`src/rtl/gpio_ctrl.sv`:
```
// Memory-mapped GPIO block: output/direction registers, synchronised inputs and
// per-pin edge-triggered interrupts with write-one-to-clear pending bits.
module gpio_ctrl #(
  parameter int unsigned WIDTH       = 6,
  parameter int unsigned SYNC_STAGES = 2
) (
  input  logic             clk,
  input  logic             reset,
  input  logic             sel,
  input  logic [3:0]       wen,
  input  logic [5:0]       addr,
  input  logic [31:0]      wdata,
  output logic [31:0]      rdata,
  input  logic [WIDTH-1:0] gpio_in,
  output logic [WIDTH-1:0] gpio_out,
  output logic [WIDTH-1:0] gpio_oe,
  output logic             irq
);

  typedef enum logic [3:0] {
    AddrOut  = 4'h0,
    AddrDir  = 4'h1,
    AddrIn   = 4'h2,
    AddrSet  = 4'h3,
    AddrClr  = 4'h4,
    AddrTgl  = 4'h5,
    AddrIe   = 4'h6,
    AddrEdge = 4'h7,
    AddrPend = 4'h8
  } reg_addr_e;

  localparam int unsigned WarmCycles = SYNC_STAGES + 1;
  localparam int unsigned WarmW      = $clog2(WarmCycles + 1);

  logic [WIDTH-1:0] out_q, out_d;
  logic [WIDTH-1:0] dir_q, dir_d;
  logic [WIDTH-1:0] ie_q, ie_d;
  logic [WIDTH-1:0] edge_sel_q, edge_sel_d;
  logic [WIDTH-1:0] pend_q, pend_d;
  logic [31:0]      rdata_q, rdata_d;
  logic [WIDTH-1:0] sync_q [SYNC_STAGES];
  logic [WIDTH-1:0] prev_q;
  logic [WarmW-1:0] warm_q;

  logic             wr_en, rd_en, warm_done;
  logic [31:0]      byte_mask;
  logic [WIDTH-1:0] wbits, in_sync, rise, fall, pend_set;
  reg_addr_e        reg_sel;
  logic             unused_bits;

  assign wr_en     = sel && (wen != 4'b0000);
  assign rd_en     = sel && (wen == 4'b0000);
  assign reg_sel   = reg_addr_e'(addr[5:2]);
  assign byte_mask = {{8{wen[3]}}, {8{wen[2]}}, {8{wen[1]}}, {8{wen[0]}}};
  // Byte enables and the pin count together bound which bits a write may touch.
  assign wbits     = wdata[WIDTH-1:0] & byte_mask[WIDTH-1:0];

  assign in_sync   = sync_q[SYNC_STAGES-1];
  assign rise      = in_sync & ~prev_q;
  assign fall      = ~in_sync & prev_q;
  assign warm_done = (warm_q == WarmW'(WarmCycles));
  assign pend_set  = ((rise & edge_sel_q) | (fall & ~edge_sel_q)) & ie_q & {WIDTH{warm_done}};

  assign unused_bits = ^{addr[1:0], wdata, byte_mask};

  always_comb begin
    out_d      = out_q;
    dir_d      = dir_q;
    ie_d       = ie_q;
    edge_sel_d = edge_sel_q;
    pend_d     = pend_q;
    if (wr_en) begin
      case (reg_sel)
        AddrOut:  out_d      = (out_q & ~byte_mask[WIDTH-1:0]) | wbits;
        AddrDir:  dir_d      = (dir_q & ~byte_mask[WIDTH-1:0]) | wbits;
        AddrSet:  out_d      = out_q | wbits;
        AddrClr:  out_d      = out_q & ~wbits;
        AddrTgl:  out_d      = out_q ^ wbits;
        AddrIe:   ie_d       = (ie_q & ~byte_mask[WIDTH-1:0]) | wbits;
        AddrEdge: edge_sel_d = (edge_sel_q & ~byte_mask[WIDTH-1:0]) | wbits;
        AddrPend: pend_d     = pend_q & ~wbits;
        default:  ;
      endcase
    end
    // A hardware set lands after the clear so it wins a same-cycle collision.
    pend_d = pend_d | pend_set;
  end

  always_comb begin
    rdata_d = rdata_q;
    if (rd_en) begin
      rdata_d = '0;
      case (reg_sel)
        AddrOut:  rdata_d[WIDTH-1:0] = out_q;
        AddrDir:  rdata_d[WIDTH-1:0] = dir_q;
        AddrIn:   rdata_d[WIDTH-1:0] = in_sync;
        AddrIe:   rdata_d[WIDTH-1:0] = ie_q;
        AddrEdge: rdata_d[WIDTH-1:0] = edge_sel_q;
        AddrPend: rdata_d[WIDTH-1:0] = pend_q;
        default:  ;
      endcase
    end
  end

  always_ff @(posedge clk) begin
    if (reset) begin
      out_q      <= '0;
      dir_q      <= '0;
      ie_q       <= '0;
      edge_sel_q <= '0;
      pend_q     <= '0;
      rdata_q    <= '0;
      prev_q     <= '0;
      warm_q     <= '0;
      for (int i = 0; i < SYNC_STAGES; i++) sync_q[i] <= '0;
    end else begin
      out_q      <= out_d;
      dir_q      <= dir_d;
      ie_q       <= ie_d;
      edge_sel_q <= edge_sel_d;
      pend_q     <= pend_d;
      rdata_q    <= rdata_d;
      prev_q     <= in_sync;
      if (!warm_done) warm_q <= warm_q + 1'b1;
      sync_q[0] <= gpio_in;
      for (int i = 1; i < SYNC_STAGES; i++) sync_q[i] <= sync_q[i-1];
    end
  end

  assign rdata    = rdata_q;
  assign gpio_out = out_q;
  assign gpio_oe  = dir_q;
  assign irq      = |(pend_q & ie_q);

endmodule
```
`config.mk`:
```
export PLATFORM = sky130hd
export DESIGN_NAME = gpio_ctrl
export DESIGN_NICKNAME = d
export VERILOG_FILES = /design/src/rtl/gpio_ctrl.sv
export SDC_FILE = /design/constraint.sdc
export NUM_CORES = 1
export LEC_CHECK = 0
export ABC_AREA = 1
export CAP_MARGIN = 15
export CORE_MARGIN = 3
export CORE_UTILIZATION = 30
export DETAILED_ROUTE_END_ITERATION = 8
export PLACE_DENSITY_LB_ADDON = 0.15
export SLEW_MARGIN = 20
export SYNTH_ARGS = -nofsm -noshare
export SYNTH_HDL_FRONTEND = slang
export SYNTH_SLANG_ARGS = --single-unit
```
`constraint.sdc`:
```
create_clock -name clk -period 1.2 [get_ports clk]
set_input_delay 0.12 -clock clk [delete_from_list [all_inputs] [get_ports clk]]
set_output_delay 0.12 -clock clk [all_outputs]
set_load 0.05 [all_outputs]
```
# After elaboration in Yosys (flattened, before gate mapping)
# Memories as Yosys holds them, arrays and structs flattened.
# Index checks and enable logic that the tools add are counted.
# totals
latchBits	0
regBits	44
ram_bits	12
memories	1
rom_bits	0
# mem_list
name	depth	width	read_ports	rd_clocked_by_memory_dff	wr	line_no	text
sync_q	2	6	2	0	2	41	logic [WIDTH-1:0] sync_q [SYNC_STAGES];
# classes
n_eq_ne	9
div	0
n_addsub	1
shift	0
n_bitwise	29
mul	0
muxes	9
n_lt_le_gt_ge	0
n_reduce_logical	11
# ops
operator	count
6-bit AND	14
6-bit OR	7
6-bit case mux with 6 select lines	1
6-bit inverter	5
6-bit 2-to-1 mux	4
6-bit case mux with 4 select lines	1
4-bit by 3-bit == test with 1-bit output, second input constant	4
4-bit by 2-bit == test with 1-bit output, second input constant	2
4-bit logical NOT	2
2-bit AND reduction	4
4-bit nonzero test	2
6-bit OR reduction	1
6-bit bitwise XOR	1
4-bit by 1-bit == test with 1-bit output, second input constant	1
4-bit == test, second input constant	1
1-bit 2-to-1 mux	3
2-bit by 1-bit adder with 2-bit output, second input constant	1
2-bit == test, second input constant	1
1-bit logical AND	2
1-bit OR	2

# Logic depth before layout (Yosys ltp)
# An unclocked memory read counts as a cell.
# logic_depth
word_depth	8
depth_mapped	10
ltp_nobuf	10

# Worst setup path before layout
# OpenSTA, ideal clock, no wires.
# synth_timing
kind	reg2reg
startpoint	register out_q[5] (netlist: gpio_out[5])
endpoint	register out_q[5] (netlist: gpio_out[5])
setup_slack_ns	-0.203
setup_time_ns	0.056
stages_incl_launch_ff	8
period_less_slack_ns	1.403
path_buffers	0
arrival_time_ns	1.347
cell_sequence	dfxtp_1 > ha_1 > nand3b_1 > nand2_1 > nor2_1 > nand2_1 > nand2_1 > inv_1
# synth_via
elab_chain_len	3
# synth_rtl
element	line_no	text
start: declaration	35	logic [WIDTH-1:0] out_q, out_d;
start signal: assignment	117	out_q <= out_d;
6-bit AND	74	AddrOut: out_d = (out_q & ~byte_mask[WIDTH-1:0]) | wbits;
6-bit OR	74	
6-bit case mux with 4 select lines *	73	case (reg_sel)
# Every way passes the cells marked *; elsewhere a longest branch is shown, timed or not.
# A chain may end at the register's enable or synchronous reset.

==> key figures <==
Run status
  • Outcome: finished with violations
  • Failing checks: negative setup slack

Power
  • Clock network power share: 29.7%
  • Int Pwr: 2820 uW
  • Total power: 4110 uW
  • NetSw: approximately 1300 uW
  • Power Density: 979 nW/um2
  • Worst vdd ir: 481 uV
  • Sequential Power Share: 47.9%
  • Combinational Power Share: 22.4%
  • Leak pwr: roughly 0.0020 uW
  • Switching share of power: 31.4%

Drt
  • Post-route DRC: 0
  • Via density: about 4.4
  • Post-Route WL: roughly 8.5 mm
  • Via count: 2896
  • DR iter-0 viols: 176
  • Final ANT Viol Nets: 0
  • WL per Instance: 13.0 um
  • Detailed-router iteration count before antenna repair: 4

Setup path
  • CP required: 1.08 ns
  • Startpoint Class: flop
  • CP endpoint kind: output port
  • CP Max Fanout: 2
  • Crit path kind: flop to output port
  • CP arrival: 1.25 ns

GRT
  • Met1 Track Usage GR: 20.6%
  • Largest net degree at the start of global routing: 26
  • Met2 usage: a little over a quarter
  • Initial antenna violation count: 0
  • GR Util All Layers: 15.5%
  • GRT busiest layer: met2
  • Total grt overflow: 0
  • First-pass GRT wire length: 13.8 mm
  • Grt met3 use: 2.63%
  • Vias in the first global route: 2745

Cells and area
  • Share of cells above drive strength 1: 22.6%
  • Nets: between 500 and 600
  • Most common cell after layout, fill and taps aside: nand2_1
  • Area Growth Syn to Fin: 41.3%
  • Non-Filler Instances: 655
  • Commonest non-fill, non-tap cells in the layout: 90 x nand2_1, 61 x inv_1, 49 x buf_4
  • Diode count: 0

Die
  • Die footprint: 11100 um2
  • Initial Util: 31.6%
  • Std-Cell Rows: 35
  • I/O pins: 96
  • Core Box Area: 9420 um2
  • Die width: about 110 um
  • Die Y: ~110 um

Synth
  • Mapped Avg Cell Area: 6.85 um2
  • Synthesis-stage register bit count: 56
  • Most area-hungry cell type in the Yosys netlist: dfxtp_1
  • Post-Syn Instances: 434
  • Seq/Total Area, Yosys: between 30% and 40%
  • Ys Warns: 0
  • Top cells by area, synth: dfxtp_1 38%, nand2_1 12%, inv_1 8.1%, buf_4 7.3%, o21ai_0 7.2%
  • Post-synth cell types: 25
  • Share of the synthesized area in the top cell type: around 38%
  • Area of the mapped netlist: 2970 um2

Hold path
  • Hold crit path type: primary input to flop

CTS
  • Depth of the CTS H-tree: 2
  • # clock sinks: 56
  • CTS max path bufs: 2
  • Root Buffer: clkbuf_8
  • Clock slew at reported path FFs: 0.11 ns
  • Total CTS buffers: 5
  • CTS tree: yes
  • Worst-skew pair later-pin latency: 0.32 ns

Placed design
  • DP HPWL: 6.44 mm
  • Worst slack, placed: -0.592 ns
  • GP Congestion: 0.862
  • Placed cells: 636
  • Port Buffers: 41

STA
  • Tcrit/Tclk final: 114%
  • Achievable frequency: 729 MHz
  • Fin. Hold Viols: 0
  • Max Clock Skew: about 0.0094 ns
  • Final slew viol count: 0
  • Min Tclk post-route: 1.37 ns
  • Final setup viols: 1
  • RSZ-0062 raised after global routing: true
  • Worst Setup Slack, final: -0.171 ns

Run
  • Max-cap violations: 0
[through the flow]
stage / setup TNS (ns) / cell area [um2] / hold WS [ns] / util, %
after global routing: -0.255 / 4200 / 0.307 / 44.6
after detailed placement: -14.86 / 3940 / 0.393 / 41.9
after floorplan: -0.00276 / 3080 / 0.227 / -
after CTS: -0.221 / 4140 / 0.295 / 44.0
after global placement: -14.01 / 3940 / 0.389 / 41.9
final: -0.171 / 4200 / 0.280 / 44.6
[worst max-delay path: stages, from the launching register on]
cell and delay [ns]:
dfxtp_2 0.34, inv_2 0.06, o21ai_1 0.05, a21oi_1 0.10, nand4_1 0.17, buf_12 0.21
[per-layer routing]
layer	share of wire, %	wire (um)	vias to the layer above
met5	0	0	-
met4	0.56	48	0
met3	6.2	529	5
met2	48	4070	88
met1	45	3850	1308
li1	-	-	1495
[final timing paths]
check        cells past startpoint                  endpoint                      from  slack (ns)
max                              5                       irq                      flop       -0.17
min                              4                      flop                  wdata[2]        0.28
max reg2reg                      7  gpio_out[4]$_SDFFE_PP0P_  gpio_out[4]$_SDFFE_PP0P_        0.09
min reg2reg                      2   sync_q[0][7]$_SDFF_PP0_   sync_q[0][1]$_SDFF_PP0_        0.40
[cell type report]
class / count / area (um2)
Clock buffer: 7 / 97.6
Clock inverter: 1 / 8.76
Fill cell: 976 / 5210
Inverter: 64 / 240
Multi-Input combinational cell: 301 / 1490
Sequential cell: 56 / 1140
Tap cell: 129 / 161
Timing Repair Buffer: 97 / 1070
[synthesized netlist by cell type]
library cell,count
nand2_4,1
xor2_1,1
nor3_1,1
nand2_2,2
nand3_2,2
nand2_1,95
clkbuf_8,1
nand3b_1,6
dfxtp_1,56
a21oi_4,1
o21ai_1,3
ha_1,7
nor2_4,4
nor2_2,1
conb_1,1
buf_6,2
a21oi_1,39
nand4_1,6
clkbuf_1,6
nand3_1,14
buf_2,1
inv_1,64
o21ai_0,43
nor2_1,48
buf_4,29
[power by group through the flow]
| stage | registers, uW | clock network (uW) | logic, uW |
|---|---|---|---|
| 3_3_place_gp | 2010 | 0 | 889 |
| 3_5_place_dp | 2010 | 0 | 897 |
| 6_report | 1970 | 1220 | 922 |
| 4_1_cts | 1970 | 1260 | 914 |
| 5_1_grt | 1980 | 1310 | 1000 |
| 2_1_floorplan | 2070 | 0 | 515 |
[logic make-up (layout without fill, tap and decap cells)]
family / Yosys count / count (layout) / share of synthesized area [%]
compound gates: 86 / 86 / 14.9
xor+xnor: 1 / 1 / 0.295
fa+ha+maj: 7 / 7 / 2.94
buf+inv: 103 / 169 / 17.5
flops: 56 / 56 / 37.7
other cells: 1 / 26 / 0.126
simple gates: 180 / 181 / 26.5
[repair_timing]
action,4_1_cts,5_1_grt
pin swaps,5,6
buffers inserted,7,2
hold buffers,0,0
gates resized for setup,31,15
gates cloned,1,1
endpoints found under the setup margin,27,12
No activity file was read; power rests on OpenSTA's default activity.
